File: config.mk
export PLATFORM = sky130hd
export DESIGN_NAME = ksa_swap_fsm_flat
export DESIGN_NICKNAME = d
export VERILOG_FILES = /design/src/rtl/ksa_pkg.sv /design/src/rtl/ksa_swap_fsm_if.sv /design/src/rtl/ksa_key_idx_ctr.sv /design/src/rtl/ksa_swap_fsm.sv /design/src/flat_wrapper.sv
export SDC_FILE = /design/constraint.sdc
export NUM_CORES = 1
export LEC_CHECK = 0
export ABC_AREA = 0
export CORE_ASPECT_RATIO = 1.2
export CORE_MARGIN = 5
export CORE_UTILIZATION = 55
export CTS_CLUSTER_DIAMETER = 30
export DETAILED_ROUTE_END_ITERATION = 12
export HOLD_SLACK_MARGIN = 0.05
export PLACE_DENSITY = 0.76
export SYNTH_ARGS = -nofsm -noshare
export SYNTH_HDL_FRONTEND = slang
export SYNTH_SLANG_ARGS = --single-unit
File: constraint.sdc
create_clock -name clk -period 4.14 [get_ports clk]
set_input_delay 1.242 -clock clk [delete_from_list [all_inputs] [get_ports clk]]
set_output_delay 1.242 -clock clk [all_outputs]
set_load 0.01 [all_outputs]
File: src/rtl/ksa_pkg.sv
// Shared types and helpers for the RC4 key-scheduling and decrypt FSMs.
package ksa_pkg;

  localparam int BYTE_W        = 8;
  localparam int MEM_DEPTH     = 256;
  localparam int KEY_MAX_BYTES = 8;

  typedef enum logic [3:0] {
    ST_IDLE,
    ST_RD_I,
    ST_WT_I,
    ST_CAP_I,
    ST_RD_J,
    ST_WT_J,
    ST_CAP_J,
    ST_WR_I,
    ST_WR_J,
    ST_FIN
  } ksa_swap_state_t;

  // key is left-aligned in 64 bits: byte 0 (the key's MSB byte) sits at [63:56]
  function automatic logic [BYTE_W-1:0] key_byte(input logic [8*KEY_MAX_BYTES-1:0] key,
                                                 input logic [2:0] idx);
    return key[63 - 8*int'(idx) -: 8];
  endfunction

endpackage

File: src/rtl/ksa_swap_fsm_if.sv
// s_memory port bundle between the swap FSM (master) and the RAM/top-level mux (slave).
interface ksa_swap_fsm_if;
  import ksa_pkg::*;

  logic [BYTE_W-1:0] mem_addr;
  logic [BYTE_W-1:0] mem_wdata;
  logic [BYTE_W-1:0] mem_rdata;
  logic              mem_wren;
  logic              mem_own;

  modport master (output mem_addr, output mem_wdata, output mem_wren, output mem_own,
                  input mem_rdata);
  modport slave  (input mem_addr, input mem_wdata, input mem_wren, input mem_own,
                  output mem_rdata);
endinterface

File: src/rtl/ksa_key_idx_ctr.sv
// Wrapping key-byte index counter: tracks i mod MOD without a divider.
module ksa_key_idx_ctr #(
  parameter int unsigned MOD = 3
) (
  input  logic       clk,
  input  logic       rst,
  input  logic       clear,
  input  logic       inc,
  output logic [2:0] idx
);

  localparam logic [2:0] LAST = 3'(MOD - 1);

  // Clear has priority so a new run always starts on key byte 0
  always_ff @(posedge clk or posedge rst) begin
    if (rst) begin
      idx <= 3'd0;
    end else if (clear) begin
      idx <= 3'd0;
    end else if (inc) begin
      idx <= (idx == LAST) ? 3'd0 : idx + 3'd1;
    end else begin
      idx <= idx;
    end
  end

endmodule

File: src/rtl/ksa_swap_fsm.sv
// RC4 KSA swap-phase sequencer on the 256x8 s_memory (j += s[i] + key[i mod KEY_BYTES]; swap).
// Optional KSA_SKIP_SELF_SWAP_EN: skip both writes when i == j.
module ksa_swap_fsm
  import ksa_pkg::*;
#(
  parameter int KEY_BYTES = 3,
  parameter int RD_LAT    = 1
) (
  input  logic                   clk,
  input  logic                   rst,
  input  logic                   start,
  input  logic [8*KEY_BYTES-1:0] secret_key,
  ksa_swap_fsm_if.master         mem,
  output logic                   busy,
  output logic                   done
);

  localparam bit         HAS_WAIT  = (RD_LAT > 1);
  localparam logic [7:0] WAIT_LAST = (RD_LAT > 2) ? 8'(RD_LAT - 2) : 8'd0;

  ksa_swap_state_t        state_r;
  logic [7:0]             i_r, j_r, si_r, sj_r, wcnt_r;
  logic [8*KEY_BYTES-1:0] key_r;
  logic [7:0]             addr_r, wdata_r;
  logic                   wren_r, own_r, busy_r, done_r;

  logic [63:0] key_ext_s;
  logic [7:0]  j_sum_s;
  logic [2:0]  kidx_s;
  logic        last_i_s, self_s, adv_s, clear_s, inc_s;

  assign mem.mem_addr  = addr_r;
  assign mem.mem_wdata = wdata_r;
  assign mem.mem_wren  = wren_r;
  assign mem.mem_own   = own_r;
  assign busy          = busy_r;
  assign done          = done_r;

  // Key byte selection, next j and iteration-advance strobes
  always_comb begin
    key_ext_s                   = 64'd0;
    key_ext_s[63 -: 8*KEY_BYTES] = key_r;
    j_sum_s  = j_r + mem.mem_rdata + key_byte(key_ext_s, kidx_s);
    last_i_s = (i_r == 8'hFF);
    self_s   = (i_r == j_r);
    clear_s  = (state_r == ST_IDLE) && start;
`ifdef KSA_SKIP_SELF_SWAP_EN
    adv_s    = (state_r == ST_WR_J) || ((state_r == ST_CAP_J) && self_s);
`else
    adv_s    = (state_r == ST_WR_J);
`endif
    if (adv_s && !last_i_s) begin
      inc_s = 1'b1;
    end else begin
      inc_s = 1'b0;
    end
  end

  ksa_key_idx_ctr #(.MOD(KEY_BYTES)) u_kidx (
    .clk   (clk),
    .rst   (rst),
    .clear (clear_s),
    .inc   (inc_s),
    .idx   (kidx_s)
  );

  // Main sequencer; outputs are registered on entry to the state they belong to
  always_ff @(posedge clk or posedge rst) begin
    if (rst) begin
      state_r <= ST_IDLE;
      i_r     <= 8'd0;
      j_r     <= 8'd0;
      si_r    <= 8'd0;
      sj_r    <= 8'd0;
      wcnt_r  <= 8'd0;
      key_r   <= '0;
      addr_r  <= 8'd0;
      wdata_r <= 8'd0;
      wren_r  <= 1'b0;
      own_r   <= 1'b0;
      busy_r  <= 1'b0;
      done_r  <= 1'b0;
    end else begin
      case (state_r)
        ST_IDLE: begin
          done_r <= 1'b0;
          if (start) begin
            key_r   <= secret_key;
            i_r     <= 8'd0;
            j_r     <= 8'd0;
            addr_r  <= 8'd0;
            busy_r  <= 1'b1;
            own_r   <= 1'b1;
            state_r <= ST_RD_I;
          end
        end
        ST_RD_I: begin
          wcnt_r  <= 8'd0;
          state_r <= HAS_WAIT ? ST_WT_I : ST_CAP_I;
        end
        ST_WT_I: begin
          if (wcnt_r == WAIT_LAST) begin
            state_r <= ST_CAP_I;
          end else begin
            wcnt_r <= wcnt_r + 8'd1;
          end
        end
        ST_CAP_I: begin
          si_r    <= mem.mem_rdata;
          j_r     <= j_sum_s;
          addr_r  <= j_sum_s;
          state_r <= ST_RD_J;
        end
        ST_RD_J: begin
          wcnt_r  <= 8'd0;
          state_r <= HAS_WAIT ? ST_WT_J : ST_CAP_J;
        end
        ST_WT_J: begin
          if (wcnt_r == WAIT_LAST) begin
            state_r <= ST_CAP_J;
          end else begin
            wcnt_r <= wcnt_r + 8'd1;
          end
        end
        ST_CAP_J: begin
          sj_r <= mem.mem_rdata;
`ifdef KSA_SKIP_SELF_SWAP_EN
          if (self_s && last_i_s) begin
            busy_r  <= 1'b0;
            own_r   <= 1'b0;
            done_r  <= 1'b1;
            state_r <= ST_FIN;
          end else if (self_s) begin
            i_r     <= i_r + 8'd1;
            addr_r  <= i_r + 8'd1;
            state_r <= ST_RD_I;
          end else begin
            addr_r  <= i_r;
            wdata_r <= mem.mem_rdata;
            wren_r  <= 1'b1;
            state_r <= ST_WR_I;
          end
`else
          addr_r  <= i_r;
          wdata_r <= mem.mem_rdata;
          wren_r  <= 1'b1;
          state_r <= ST_WR_I;
`endif
        end
        ST_WR_I: begin
          addr_r  <= j_r;
          wdata_r <= si_r;
          wren_r  <= 1'b1;
          state_r <= ST_WR_J;
        end
        ST_WR_J: begin
          wren_r <= 1'b0;
          if (last_i_s) begin
            busy_r  <= 1'b0;
            own_r   <= 1'b0;
            done_r  <= 1'b1;
            state_r <= ST_FIN;
          end else begin
            i_r     <= i_r + 8'd1;
            addr_r  <= i_r + 8'd1;
            state_r <= ST_RD_I;
          end
        end
        ST_FIN: begin
          done_r  <= 1'b0;
          state_r <= ST_IDLE;
        end
        default: begin
          wren_r  <= 1'b0;
          own_r   <= 1'b0;
          busy_r  <= 1'b0;
          done_r  <= 1'b0;
          state_r <= ST_IDLE;
        end
      endcase
    end
  end

endmodule

File: src/flat_wrapper.sv
// flat-port wrapper written by rule: the top's interface ports become plain ports
module ksa_swap_fsm_flat import ksa_pkg::*;
#(
  parameter int KEY_BYTES = 3,
  parameter int RD_LAT    = 1
)
  (clk, rst, start, secret_key, busy, done, mem_mem_addr, mem_mem_wdata, mem_mem_wren, mem_mem_own, mem_mem_rdata);
  ksa_swap_fsm_if mem_i ();
  input  logic clk;
  input  logic rst;
  input  logic start;
  input  logic [8*KEY_BYTES-1:0] secret_key;
  output logic busy;
  output logic done;
  output wire logic [$bits(mem_i.mem_addr)-1:0] mem_mem_addr;
  output wire logic [$bits(mem_i.mem_wdata)-1:0] mem_mem_wdata;
  output wire logic [$bits(mem_i.mem_wren)-1:0] mem_mem_wren;
  output wire logic [$bits(mem_i.mem_own)-1:0] mem_mem_own;
  input wire logic [$bits(mem_i.mem_rdata)-1:0] mem_mem_rdata;
  assign mem_mem_addr = mem_i.mem_addr;
  assign mem_mem_wdata = mem_i.mem_wdata;
  assign mem_mem_wren = mem_i.mem_wren;
  assign mem_mem_own = mem_i.mem_own;
  assign mem_i.mem_rdata = mem_mem_rdata;
  ksa_swap_fsm #(.KEY_BYTES(KEY_BYTES), .RD_LAT(RD_LAT)) u_core (.clk(clk), .rst(rst), .start(start), .secret_key(secret_key), .mem(mem_i), .busy(busy), .done(done));
endmodule
# Yosys cells after proc, flatten, opt, wreduce, memory -nomap -nowiden
# Cells that the tools add are included.
[op_classes] addsub=6 n_eq_ne=17 n_shift=1 n_mux=23 bitwise=2 reduce_logical=25
[op_table] operator="indexed part select 71 x 32 -> 8 bit" count=1
[op_table] operator="case mux 8 bit (2 select lines)" count=4
[op_table] operator="case mux 8 bit (5 select lines)" count=1
[op_table] operator="case mux 4 bit (9 select lines)" count=1
[op_table] operator="two-way mux 8 bit" count=3
[op_table] operator="adder 8 x 1 -> 8 bit, second input constant" count=2
[op_table] operator="adder 8 bit" count=2
[op_table] operator="== test 4 x 3 -> 1 bit, second input constant" count=4
[op_table] operator="two-way mux 4 bit" count=4
[op_table] operator="OR reduction 7 bit" count=2
[op_table] operator="AND reduction 3 bit" count=4
[op_table] operator="nonzero test 2 bit" count=5
[op_table] operator="two-way mux 3 bit" count=3
[op_table] operator="== test 4 x 2 -> 1 bit, second input constant" count=2
[op_table] operator="== test 4 bit, second input constant" count=2
[op_table] operator="== test 8 bit, second input constant" count=1
[op_table] operator="zero test 8 bit" count=1
[op_table] operator="AND reduction 2 bit" count=4
[op_table] operator="OR reduction 8 bit" count=1
[op_table] operator="subtractor 6 x 6 -> 7 bit, first input constant" count=1
[op_table] operator="inequality test 2 x 1 -> 1 bit, second input constant" count=3
[op_table] operator="inequality test 2 bit, second input constant" count=3
[op_table] operator="OR reduction 2 bit" count=3
[op_table] operator="nonzero test 5 bit" count=1
[op_table] operator="other kinds (10)" count=16
[word_totals] regBits=82 inputBits=35 out_inout_bits=20 wordCells=86

# Depth between registers and ports, before layout
[logic_depth] depth_word=6 depth_mapped=15 depth_no_buf=13

# By module
# From an unflattened synthesis, not the netlist that was laid out.
[hier_totals] cells_unflattened=485 area_unflattened_um2=4426.7
[modules_own_cells] module="ksa_swap_fsm" instances=1 cells_per_inst=471 area_per_inst_um2=4285.4 seq_area_each_um2=1976.9
[modules_own_cells] module="ksa_key_idx_ctr" instances=1 cells_per_inst=14 area_per_inst_um2=141.4 seq_area_each_um2=75.1

# Least setup slack after synthesis
# Ideal clock, no wire load.
[synth_timing] path_kind="input port to flip-flop" startpoint="input port mem_mem_rdata[1]" endpoint="register u_core.addr_r[7] (netlist: u_core.mem.mem_addr[7])" setup_ps=90 arrival_ps=3157 required_time_ps=4050 setup_slack_ps=893 cell_stages=9 n_path_buf=0 cell_sequence="fa_1 -> ha_1 -> inv_1 -> fa_1 -> nor2b_1 -> o31ai_1 -> a21oi_1 -> xnor3_1 -> o221ai_1"
[synth_via] elab_chain_len=3
[synth_lines] item="from (decl)" line_no="flat_wrapper.sv:19" source="input wire logic [$bits(mem_i.mem_rdata)-1:0] mem_mem_rdata;"
[synth_lines] item="adder 8 bit (2 in series)" line_no="ksa_swap_fsm.sv:43" source="j_sum_s = j_r + mem.mem_rdata + key_byte(key_ext_s, kidx_s);"
[synth_lines] item="case mux 8 bit (5 select lines)" line_no="ksa_swap_fsm.sv:84" source="case (state_r)"
[synth_lines] item="to (signal assigned)" line_no="ksa_swap_fsm.sv:111" source="addr_r <= j_sum_s;"
[synth_lines] item="to (signal assigned)" line_no="ksa_swap_fsm.sv:144" source="addr_r <= i_r;"
[synth_lines] item="to (signal assigned)" line_no="ksa_swap_fsm.sv:151" source="addr_r <= j_r;"
[synth_lines] item="to (decl)" line_no="ksa_swap_fsm.sv:24" source="logic [7:0] addr_r, wdata_r;"
# No other way between the ends.
# A chain may end at the register's enable or synchronous reset.

# Worst setup path after layout
# Ends and elaborated chain as after synthesis.

==> results_dict.tcl <==
set metrics [dict create \
    wl_per_cell_um 16.5 \
    grt_max_degree 55 \
    cts_buffer_depth 2 \
    synth-adder-area-share 0.0612 \
    worstSetupEndpointType "flop" \
    status "finished clean" \
    coreArea_sq_mm 0.00802 \
    synth_cells 480 \
    finalPower_mw 4.29 \
    holdWs_ns 0.475 \
    die_height_um 109 \
    path_cells "clkdlybuf4s50_1 > fa_1 > ha_1 > inv_1 > fa_1 > nor2b_1 > o31ai_1 > a21oi_1 > xnor3_1 > o221ai_1" \
    p_leak_nw 2.40 \
    dp_hpwl_mm 7.53 \
    viasPerCell 5.88 \
    fin_skew_ns 0.0122 \
    ys_seq_area_frac 0.460 \
    cts_buffers 9 \
    grt_pass1_vias 3580 \
    vdd_ir_drop_max_uv 390 \
    area_delta_synth_final_pct 18.5 \
    drc_errors 0 \
    setup_tns_ns 0 \
    synthArstFlopShare 1.00 \
    rsz0062_at_grt "false" \
    max-slew-margin-rel 0.182 \
    cts_hold_buffers 0 \
    ant_nets 0 \
    worstPathBufferInverterCount 2 \
    path_common_cell "fa_1" \
    cts.repair.resized 0 \
    drt_wl_total_mm 10.3 \
    rows 36 \
    synth-main-ff-cell "dfrtp_1" \
    cts_sinks 82 \
    fp.dieW_um 92.2 \
    slew_violations 0 \
    drive_gt1_frac 0.0701 \
    drtIter0Drc 209 \
    grt_overflow 0 \
    setup_viol 0 \
    synth_area_sq_mm 0.00446 \
    via_count 3662 \
    period_needed_ns 3.69 \
    nets 575 \
    synth_top_family_by_area "simple AND/OR/NAND/NOR gates" \
    hp-class "flop to flop" \
    worstMarginPinSlew_ns 1.22 \
    cap_violations 0 \
    critical-path-max-stage-delay_ns 0.56 \
    avgSynthCellArea_sq_um 9.28 \
    synth_cell_types 59 \
    fp.dieArea_sq_mm 0.0100 \
    cp_data_required_time_ns 4.40 \
    synth_compound_area_frac 0.143 \
    gp_congestion 0.888 \
    synth_warnings 0 \
    drt_first_pass_iters 4 \
    antenna_cells 0 \
    synth-xor-area-share 0.0286 \
    grt_pass1_wl_mm 17.0 \
    cts_setup_buffers 0 \
    finalHoldViolations 0 \
    arrival_ns 3.95 \
    period_share 0.892 \
    worstPathMaxFanout 3 \
    power.density_mw_per_mm2 812 \
    max_freq_ghz 0.271 \
    crit_family "adder cells" \
    synth_nets 532 \
    cts_tree "done" \
    worst-setup-path-type "primary input to flop" \
    synthMuxAreaShare 0.0298 \
    synth-seq-cells 82 \
    final_core_util 0.659 \
    floorplan.initialDensity 0.556 \
    clk_latency_ns 0.36 \
    antenna_found_initial 0 \
    h-tree-depth 3 \
    synth_simple_gate_area_frac 0.234 \
    start_kind "primary input" \
    grt_util_all_layers 0.215 \
    clk_pin_slew_ns 0.08 \
    ctsRootBufferMaster "clkbuf_8" \
    io_buffers 54 \
    synth_edf_count 0 \
    ios 55 \
    slowest_stage "fa_1" \
]
[where the power goes]
part / total (mW) / leakage, nW / internal (mW) / switching [mW]
Sequential: 1.46 / 1.05 / 1.12 / 0.337
Clock: 0.677 / 0.116 / 0.376 / 0.301
Combinational: 2.15 / 1.24 / 0.985 / 1.17
Total: 4.29 / 2.40 / 2.48 / 1.81
[registers in the layout, summed over array words and instances, names as in the netlist, 3 cells and up]
register,count
u_core.i_r,8
u_core.state_r,4
u_core.wcnt_r,8
u_core.u_kidx.idx,3
u_core.si_r,8
u_core.mem.mem_wdata,8
u_core.j_r,8
u_core.key_r,24
u_core.mem.mem_addr,8
[kinds of logic after synthesis]
logic type,after synthesis
muxes,13
adders and majority gates,17
DFF,82
and+or+nand+nor,224
buffers and inverters,41
AOI/OAI and AO/OA,90
xor gates and xnor gates,13
[synth_stat cells, drive strengths merged, types with 4 or more instances]
cell type,count,share of area
a221o,8,0.018
nor3b,10,0.018
nor2,36,0.032
xor2,8,0.016
fa,8,0.036
o31ai,6,0.010
nand4,4,0.0056
buf,18,0.024
a31oi,4,0.0090
a21oi,22,0.026
nor3,9,0.012
mux2i,11,0.025
a21o,7,0.012
nand3,9,0.010
clkbuf,12,0.010
xnor2,4,0.0079
ha,9,0.025
dfrtp,82,0.46
inv,11,0.0093
nand2,131,0.11
o21ai,22,0.025
[layout by cell type, fill, tap and decap left out, drive strengths merged, types with 10 or more instances in the layout]
cell type,count
dfrtp,82
clkbuf,11
o21ai,22
nor3b,10
nand2,131
clkdlybuf4s50,54
inv,11
mux2i,11
a21oi,22
nor2,36
[routing by layer]
metal	track usage	vias up	routed length, um
met5	0	-	0
met1	0.266	1782	4400
met2	0.378	121	5190
li1	-	1740	-
met3	0.0317	19	451
met4	0.0934	0	207
[per-stage QoR]
step           instance area (sq um)  std cells  worst slack (ns)
4_1_cts                         5280        623             0.437
6_report                        5280        623             0.446
3_5_place_dp                    5040        607            0.0610
5_1_grt                         5280        623             0.316
2_1_floorplan                   4460        480             0.790
3_3_place_gp                    5040        607             0.240
[layout make-up]
cell class / count / area (sq um)
clock buffer: 11 / 151
clock inverter: 5 / 85.1
fill: 648 / 2740
inverter: 11 / 42.5
multi-input combinational: 357 / 2220
sequential: 82 / 2050
tap: 95 / 119
timing repair buffer: 62 / 613
[path summary, 6_finish.rpt]
| kind | start | endpoint | slack, ns | depth (start not counted) |
|---|---|---|---|---|
| setup / recovery | mem_mem_rdata[1] | u_core.mem.mem_addr[7] | 0.45 | 10 |
| hold / removal | u_core.key_r[10] | u_core.key_r[10] | 0.48 | 2 |
| setup reg to reg | u_core.u_kidx.idx[0] | u_core.mem.mem_addr[7] | 0.77 | 12 |
| hold reg to reg | u_core.key_r[10] | u_core.key_r[10] | 0.48 | 2 |
| max in group asynchronous | rst | u_core.key_r[10] | 2.09 | 3 |
| min in group asynchronous | rst | u_core.mem.mem_wdata[5] | 1.38 | 2 |
[tightest hold or removal path, stage by stage (launching register included)]
cell and delay (ns):
dfrtp_1 0.35, nand2_1 0.05, nand2_1 0.05
(Power assumes the default switching activity.)
